### src/rtl/tdc_spi_reader.sv
// tdc_spi_reader
// SPI master that drains a TDC capture buffer over the flash-pin serial link.
// It frames a read with FLASH_SSB and generates FLASH_SCK. After discarding
// LEAD_BITS lead bits, it assembles WORD_BITS-wide MSB-first words from
// FLASH_MISO and hands them out on a valid/ready stream. While the consumer
// still holds the previous word, SCK is frozen low at the word boundary.
//
// Optional build macro: TDC_READER_SYNC_EN
//   When defined, FLASH_MISO passes through a two-flop synchronizer and each
//   bit is taken two CLK cycles after its SCK falling edge. Needs SCK_DIV >= 3.
module tdc_spi_reader #(
   parameter int WORD_BITS = 32,
   parameter int SCK_DIV   = 4,
   parameter int LEAD_BITS = 1
) (
   input  logic                 CLK,
   input  logic                 RST_N,
   input  logic                 START,
   input  logic [8:0]           NUM_WORDS,
   output logic                 BUSY,
   output logic                 DONE,
   output logic                 FLASH_SCK,
   output logic                 FLASH_SSB,
   input  logic                 FLASH_MISO,
   output logic [WORD_BITS-1:0] WORD_DATA,
   output logic                 WORD_VALID,
   input  logic                 WORD_READY
);

   localparam int DIV_W  = (SCK_DIV > 1) ? $clog2(SCK_DIV) : 1;
   localparam int BIT_W  = (WORD_BITS > 1) ? $clog2(WORD_BITS) : 1;
   localparam int LEAD_W = (LEAD_BITS > 0) ? $clog2(LEAD_BITS + 1) : 1;

   typedef enum logic [2:0] {
      ST_IDLE,
      ST_SETUP,
      ST_HIGH,
      ST_LOW,
      ST_STALL,
      ST_TRAIL,
      ST_FIN
   } state_t;

   state_t               state;
   logic [DIV_W-1:0]     div_cnt;
   logic [BIT_W-1:0]     bit_cnt;
   logic [LEAD_W-1:0]    lead_rem;
   logic [8:0]           word_cnt;
   logic [8:0]           word_target;
   logic [WORD_BITS-1:0] shift_reg;
   logic                 pending;

   logic                 div_last;
   logic                 fall_now;
   logic                 bits_left;
   logic                 load_now;
   logic                 handshake;
   logic                 start_ok;
   logic [8:0]           num_clamped;
   logic                 sample_now;
   logic                 sample_bit;

   // Phase timing, frame progress and stream bookkeeping decoded from state
   always_comb begin
      div_last    = 1'b0;
      fall_now    = 1'b0;
      bits_left   = 1'b0;
      load_now    = 1'b0;
      handshake   = 1'b0;
      start_ok    = 1'b0;
      num_clamped = NUM_WORDS;
      div_last    = (div_cnt == DIV_W'(SCK_DIV - 1));
      fall_now    = (state == ST_HIGH) && div_last;
      bits_left   = (lead_rem != '0) || (word_cnt != word_target);
      load_now    = pending && !WORD_VALID;
      handshake   = WORD_VALID && WORD_READY;
      start_ok    = (state == ST_IDLE) && START && (!WORD_VALID || WORD_READY);
      if (NUM_WORDS > 9'd256) begin
         num_clamped = 9'd256;
      end
   end

`ifdef TDC_READER_SYNC_EN
   logic miso_s1;
   logic miso_s2;
   logic fall_d1;
   logic fall_d2;

   // Resynchronise MISO and delay the sample strobe by the same two cycles
   always_ff @(posedge CLK or negedge RST_N) begin
      if (!RST_N) begin
         miso_s1 <= 1'b0;
         miso_s2 <= 1'b0;
         fall_d1 <= 1'b0;
         fall_d2 <= 1'b0;
      end else begin
         miso_s1 <= FLASH_MISO;
         miso_s2 <= miso_s1;
         fall_d1 <= fall_now;
         fall_d2 <= fall_d1;
      end
   end

   assign sample_now = fall_d2;
   assign sample_bit = miso_s2;
`else
   assign sample_now = fall_now;
   assign sample_bit = FLASH_MISO;
`endif

   // Frame sequencer: SSB/SCK generation, bit/word counting and the holding register
   always_ff @(posedge CLK or negedge RST_N) begin
      if (!RST_N) begin
         state       <= ST_IDLE;
         div_cnt     <= '0;
         bit_cnt     <= '0;
         lead_rem    <= '0;
         word_cnt    <= '0;
         word_target <= '0;
         shift_reg   <= '0;
         pending     <= 1'b0;
         BUSY        <= 1'b0;
         DONE        <= 1'b0;
         FLASH_SCK   <= 1'b0;
         FLASH_SSB   <= 1'b1;
         WORD_DATA   <= '0;
         WORD_VALID  <= 1'b0;
      end else begin
         DONE <= 1'b0;

         if (handshake) begin
            WORD_VALID <= 1'b0;
         end
         if (load_now) begin
            WORD_DATA  <= shift_reg;
            WORD_VALID <= 1'b1;
            pending    <= 1'b0;
         end

         if (sample_now) begin
            if (lead_rem != '0) begin
               lead_rem <= lead_rem - LEAD_W'(1);
            end else begin
               shift_reg <= {shift_reg[WORD_BITS-2:0], sample_bit};
               if (bit_cnt == BIT_W'(WORD_BITS - 1)) begin
                  bit_cnt  <= '0;
                  word_cnt <= word_cnt + 9'd1;
                  pending  <= 1'b1;
               end else begin
                  bit_cnt <= bit_cnt + BIT_W'(1);
               end
            end
         end

         case (state)
            ST_IDLE: begin
               if (start_ok) begin
                  word_target <= num_clamped;
                  word_cnt    <= '0;
                  bit_cnt     <= '0;
                  lead_rem    <= LEAD_W'(LEAD_BITS);
                  div_cnt     <= '0;
                  BUSY        <= 1'b1;
                  if (num_clamped == 9'd0) begin
                     state <= ST_FIN;
                     DONE  <= 1'b1;
                  end else begin
                     state     <= ST_SETUP;
                     FLASH_SSB <= 1'b0;
                  end
               end
            end
            ST_SETUP: begin
               if (div_last) begin
                  div_cnt   <= '0;
                  state     <= ST_HIGH;
                  FLASH_SCK <= 1'b1;
               end else begin
                  div_cnt <= div_cnt + DIV_W'(1);
               end
            end
            ST_HIGH: begin
               if (div_last) begin
                  div_cnt   <= '0;
                  state     <= ST_LOW;
                  FLASH_SCK <= 1'b0;
               end else begin
                  div_cnt <= div_cnt + DIV_W'(1);
               end
            end
            ST_LOW: begin
               if (div_last) begin
                  div_cnt <= '0;
                  if (pending && WORD_VALID) begin
                     state <= ST_STALL;
                  end else if (bits_left) begin
                     state     <= ST_HIGH;
                     FLASH_SCK <= 1'b1;
                  end else begin
                     state <= ST_TRAIL;
                  end
               end else begin
                  div_cnt <= div_cnt + DIV_W'(1);
               end
            end
            ST_STALL: begin
               if (!WORD_VALID) begin
                  div_cnt <= '0;
                  if (bits_left) begin
                     state     <= ST_HIGH;
                     FLASH_SCK <= 1'b1;
                  end else begin
                     state <= ST_TRAIL;
                  end
               end
            end
            ST_TRAIL: begin
               if (div_last) begin
                  div_cnt   <= '0;
                  state     <= ST_FIN;
                  FLASH_SSB <= 1'b1;
                  DONE      <= 1'b1;
               end else begin
                  div_cnt <= div_cnt + DIV_W'(1);
               end
            end
            ST_FIN: begin
               state <= ST_IDLE;
               BUSY  <= 1'b0;
            end
            default: begin
               state <= ST_IDLE;
            end
         endcase
      end
   end

endmodule

### config.mk
export PLATFORM = sky130hd
export DESIGN_NAME = tdc_spi_reader
export DESIGN_NICKNAME = d
export VERILOG_FILES = /design/src/rtl/tdc_spi_reader.sv
export SDC_FILE = /design/constraint.sdc
export NUM_CORES = 1
export LEC_CHECK = 0
export CAP_MARGIN = 15
export CORE_MARGIN = 3
export CORE_UTILIZATION = 40
export CTS_CLUSTER_SIZE = 16
export DETAILED_ROUTE_END_ITERATION = 12
export PLACE_DENSITY = 0.67
export REMOVE_ABC_BUFFERS = 1
export SYNTH_ARGS = -nofsm -noshare
export SYNTH_HDL_FRONTEND = slang
export SYNTH_SLANG_ARGS = --single-unit
### constraint.sdc
create_clock -name CLK -period 1.8 [get_ports CLK]
set_input_delay 0.18 -clock CLK [delete_from_list [all_inputs] [get_ports CLK]]
set_output_delay 0.18 -clock CLK [all_outputs]
set_load 0.02 [all_outputs]
==> summary.md <==
| Metric | Value |
|---|---|
| Status | finished, final reports clean |
| Core Box Area | 0.0105 mm2 |
| Slowest cell on crit path | dfrtp_1 |
| Ys Warns | 0 |
| Final setup vio count | 0 |
| Power per cell area | 939 mW/mm2 |
| Startpoint type of the worst setup path | register |
| CP required | 2.05 ns |
| Detailed Routing Iterations Pass 1 | 5 |
| Antenna viol nets, final | 0 |
| Post-synthesis sequential area ratio | 56.8% |
| Die Y | 110 um |
| CP startpoint | bit_cnt[1] |
| Synth Register Bits | 99 |
| Std-Cell Rows | 37 |
| Ant diodes | 0 |
| Layout cell share with drive strength beyond 1 | 17.4% |
| Critical Path Max Stage Delay | 0.37 ns |
| Worst path arrival time | 1.99 ns |
| Post-synth EDFFs | 0 |
| Utilization after layout | 51.7% |
| Die area | 0.0122 mm2 |
| Final hold violations | 0 |
| P_leak | 2.62 nW |
| Drt total wl | 8970 um |
| Worst setup EP type | register |
| Ys flop type | dfrtp_1 |
| # IOs | 51 |
| Die Wd | 110 um |
| Most common cell after layout, fill and taps aside | nand2_1 |
| First-pass GRT wire length | 16000 um |
| Max frequency | 576 MHz |
| Worst hold slack | 0.350 ns |
| Worst path bufs/invs | 2 |
| GR Util All Layers | 15.7% |
| Starting Density | 41.7% |
| Least-Margin Pin Slew | 0.599 ns |
| Vias | 3255 |
| Post-layout min period | 1.74 ns |
| DR vias/cell | 5.22 |
| HP Class | in2async |
| Post-synthesis cell type count | 48 |
| GPL Wtd Cong | 0.832 |
| Clk sink count | 99 |
| Slew Viols, Final | 0 |
| Cells along the critical path | ha_2, and3_4, ha_4, nand4_4, buf_6, buf_4, o211ai_1, o31ai_1 |
| Pre-CTS setup slack | -0.0544 ns |
| IO buf count | 50 |
| Max_slew headroom | 60.1% |
| Setup Skew | 0.0116 ns |
| DRT iter0 DRCs | 170 |
| Total CTS buffers | 9 |
| Largest delay share family, worst path | flip-flops |
| Setup ws final | 0.0636 ns |
| Post-synthesis cell count | 422 |
| Worst vdd ir | 0.568 mV |
| Netlist Area Pre-Place | 0.00437 mm2 |
| RR Startpoint | bit_cnt[1] |
| Root buffer cell | clkbuf_8 |
| Worst setup path category | reg2reg |
| Commonest non-fill, non-tap cells in the layout | nand2_1, dfrtp_1, clkdlybuf4s50_1, mux2_2, buf_4 |
| Maximum fanout along the worst path | 6 |
| Vias in the first global route | 3323 |
| Nets | 502 |
| Post-synthesis async set-or-reset flop share | 100% |
| Post-DP HPWL | 5890 um |
| Clock-pin slew on the worst setup and hold paths | 0.10 ns |
| Clock Latency Late Sink | 0.38 ns |
| Fin crit share | 96.5% |
| Max cap viols | 0 |
| WL/cell | 14.4 um |
| Max Root-Sink Buffers | 2 |
| # H-tree levels | 3 |
| Total grt overflow | 0 |
| Largest net degree at the start of global routing | 46 |
| CTS tree | yes |
| Drt drc | 0 |
| Mapped Avg Cell Area | 10.3 um2 |
| Synthesis-to-finish area growth | 23.9% |
| Antenna violations before repair | 0 |
## routing by layer
metal | share of wire (%) | vias up | track usage (%) | wire (um)
met4 | 1.1 | 0 | 3.28 | 103
met5 | 0 | - | 0 | 0
met3 | 6.5 | 10 | 5.92 | 582
met1 | 45 | 1601 | 20.7 | 4050
met2 | 47 | 83 | 24.7 | 4230
li1 | - | 1561 | - | -
## repair_timing
action | in CTS | in global routing
hold buffers | 1 | 0
pin swaps | 0 | 5
hold endpoints to repair | 41 | 0
buffers inserted | 0 | 3
resized for setup | 3 | 6
endpoints found under the setup margin | 4 | 7
## through the flow
stage / setup TNS, ns / area [um2] / power [mW] / instances
after floorplan: -8.95 / 4250 / 3.28 / 396
after global placement: 0 / 5150 / 3.72 / 605
after detailed placement: -0.0916 / 5150 / 3.76 / 605
after CTS: 0 / 5360 / 5.15 / 621
after global routing: -0.0505 / 5410 / 5.40 / 624
final: 0 / 5410 / 5.08 / 624
## logic make-up after synthesis
| group | Yosys count | synth area share (%) |
|---|---|---|
| multiplexers | 34 | 8.71 |
| AO/OA/AOI/OAI | 62 | 9.17 |
| XOR/XNOR | 11 | 2.21 |
| AND/OR/NAND/NOR | 182 | 18.9 |
| flip-flops | 99 | 56.8 |
| buffers and inverters | 30 | 3.09 |
| adder cells (fa/ha/maj) | 4 | 1.15 |
## power breakdown
group / internal, mW / switching (mW) / leakage (nW)
Sequential: 2.40 / 0.140 / 1.34
Combinational: 0.528 / 0.661 / 1.19
Clock: 0.526 / 0.821 / 0.0937
Total: 3.46 / 1.62 / 2.62
## path summary, 6_finish.rpt
path	slack, ns	cells past startpoint	to
max in group asynchronous	0.82	3	shift_reg[4]
hold / removal	0.35	2	word_target[5]
setup reg to reg	0.06	8	word_cnt[3]
hold reg to reg	0.49	2	shift_reg[31]
setup / recovery	0.06	8	word_cnt[3]
min in group CLK	0.35	3	shift_reg[0]
## layout make-up
type	count	area [um2]
inverter	4	15.0
multi-input combinational	293	1790
clock inverter	6	57.6
fill	966	5050
tap	136	170
timing repair buffer	77	769
clock buffer	9	124
sequential	99	2480
## worst register-to-register path, stage by stage (launching register included)
cell,delay (ns)
dfrtp_1,0.37
ha_2,0.19
and3_4,0.19
ha_4,0.16
nand4_4,0.14
buf_6,0.16
buf_4,0.13
o211ai_1,0.18
o31ai_1,0.11
## synth_stat cells (all sizes together) (2+ instances only)
master   instances  area share [%]
and2             2            0.29
o31a             2            0.40
mux2            32             8.3
a221oi           2            0.40
o21ai           18             2.1
o21a             4            0.69
nand2b          12             1.7
nor2            10            0.86
nor4             4            0.57
inv              4            0.34
nand2          123              11
o22ai            2            0.29
nand4            6             1.2
mux2i            2            0.46
nor2b            3            0.43
a21oi           14             1.6
buf             13             1.6
or4              2            0.34
clkbuf          13             1.1
a31oi            5            0.72
and3             2            0.29
nor3             6            0.69
dfrtp           98              56
nand3            6            0.69
ha               4             1.1
o31ai            3            0.52
or3              2            0.29
o2bb2ai          2            0.40
xor2            11             2.2
Note: power is estimated with default switching activity, not from simulation.
==> RTL edit (config.mk and constraints unchanged) <==
Change the parameter `WORD_BITS` from 32 to 16.
--- a/src/rtl/tdc_spi_reader.sv
+++ b/src/rtl/tdc_spi_reader.sv
@@ -10,5 +10,5 @@
 //   bit is taken two CLK cycles after its SCK falling edge. Needs SCK_DIV >= 3.
 module tdc_spi_reader #(
-   parameter int WORD_BITS = 32,
+   parameter int WORD_BITS = 16,
    parameter int SCK_DIV   = 4,
    parameter int LEAD_BITS = 1
Ports: changed (resized WORD_DATA); port bits go from 51 to 35. No check against the original RTL was run, so the function may have changed too.
==> RTL edit against the unedited design <==
Fmax fell by 2.0%. Core utilization is 0.81 points higher. Power down 12%. Sequential power decreased by 23%. Sequential cell count decreased by 33. Global-route usage is 0.23 points lower. Critical endpoint is now word_cnt[6]. Wire length decreased by 29%. Hold slack improved by 29 ps. Non-clock buffer count is 20 lower. Worst setup slack worse by 36 ps. Area after synthesis fell by 29%. Design area decreased by 28%. Highest routed layer unchanged. Sequential share of layout area decreased by 3.4 points.
==> RTL edit: results (changes against the unedited design) <==
final.fill_count: 647  # -33%
drive_gt1_share_pct: 23.81  # +6.4 points
switchingPower_mw: 1.475  # -9.1%
clkTransAtPathRegs_ps: 70  # -30 ps
num_antenna_cells: 0  # unchanged
grt_pass1_vias: 2283  # -31%
grt_pass1_wl_mm: 10.76  # -33%
ys_async_sr_fraction_pct: 100.0  # unchanged
totalWireLength_mm: 6.404  # -29%
p_leak_nw: 1.787  # -32%
grt_use_total_pct: 15.42  # -0.23 points
run_status: "finished clean"
yosysWarnings: 0  # unchanged
path_max_fanout: 10  # +4
clock-root-buffer: "clkbuf_8"
nNetsFinal: 348  # -31%
ys_seq_area_share_pct: 52.99  # -3.8 points
tightest_slew_ps: 444.3  # -154.4 ps
drt-initial-drc-count: 85  # -50%
startpoint: "div_cnt[1]"
port-buffer-count: 34  # -32%
synthTopCellsByCount: "dfrtp_1 (65), mux2_2 (32), nand2_1 (25)"
arrival_ps: 2040  # +50 ps
globalplace.congestion: 0.8793  # +5.7%
synth.distinct_cells: 50  # +4.2%
hpwl_mm: 4.384  # -26%
ys_top_cells_by_area: "dfrtp_1 (52%), mux2_2 (12%), xor2_1 (3.1%)"
skew_ps: 12.73  # +1.099 ps
grt_start_max_net_pins: 67  # +46%
cts-htree-levels: 3  # unchanged
via_count: 2337  # -28%
insertion_delay_ps: 350  # -30 ps
hold_class: "in2async"
irDropWorstVdd_mv: 0.6868  # +21%
antenna_found_initial: 0  # unchanged
clockBufferDepth: 2  # unchanged
==> RTL edit: cells by family after synthesis <==
| kind of cell | count (synthesis) | synth area share (%) |
|---|---|---|
| AOI/OAI and AO/OA | 54 | 10.75 |
| xor gates and xnor gates | 14 | 3.931 |
| adders and majority gates | 3 | 1.203 |
| buffers and inverters | 18 | 2.808 |
| DFF | 66 | 52.99 |
| muxes | 34 | 12.19 |
| and+or+nand+nor | 90 | 16.13 |
==> RTL edit: timing repair <==
item | 4_1_cts | 5_1_grt
hold endpoints to repair | 65 | 0
buffers inserted | 0 | 3
endpoints found under the setup margin | 0 | 3
hold buffers | 1 | 0
gates resized for setup | 0 | 4
==> RTL edit: area by class of cell <==
class	count	area share (%)
Clock inverter	7	1.769
Timing Repair Buffer	57	13.44
Sequential cell	66	42.49
Tap cell	99	3.184
Clock buffer	9	3.184
Multi-Input combinational cell	195	35.73
Inverter	2	0.1930
==> RTL edit: final timing paths <==
check / end / slack, ps / cells after the start
max: word_cnt[6] / 30 / 5
min: shift_reg[2] / 380 / 3
max reg2reg: word_cnt[6] / 30 / 5
min reg2reg: FLASH_SSB / 480 / 2
max in group asynchronous: FLASH_SSB / 1130 / 3
min in group CLK: word_target[4] / 410 / 3
==> RTL edit: critical path, cell delays in order (launching register included) <==
cell and delay, ps:
dfrtp_1 400, ha_2 220, and4bb_4 260, nand3_4 120, or4_1 530, a21oi_1 170
==> RTL edit: power by group through the flow <==
stage / clock network [mW] / logic [mW] / registers (mW)
final: 1.23 / 1.27 / 1.96
after global routing: 1.31 / 1.44 / 1.98
after CTS: 1.25 / 1.22 / 1.96
after detailed placement: 0 / 1.22 / 1.98
after global placement: 0 / 1.20 / 1.97
after floorplan: 0 / 0.695 / 1.98
==> RTL edit: routing by layer <==
layer | routed length (um) | vias to the layer above | GRT usage, %
met5 | 0 | - | 0
met4 | 102 | 0 | 4.573
met3 | 236 | 13 | 4.808
met2 | 3066 | 58 | 25.24
met1 | 2998 | 1148 | 19.67
li1 | - | 1118 | -
==> RTL edit: through the flow <==
stage	setup slack, ps	cells	instance area [sq um]	TNS [ps]	power [mW]
3_5_place_dp	52.79	415	3654	0	3.197
5_1_grt	-58.46	435	3890	-58.46	4.732
6_report	27.93	435	3890	0	4.459
4_1_cts	45.89	432	3856	0	4.433
3_3_place_gp	113.3	415	3654	0	3.170
2_1_floorplan	42.72	263	3039	0	2.676
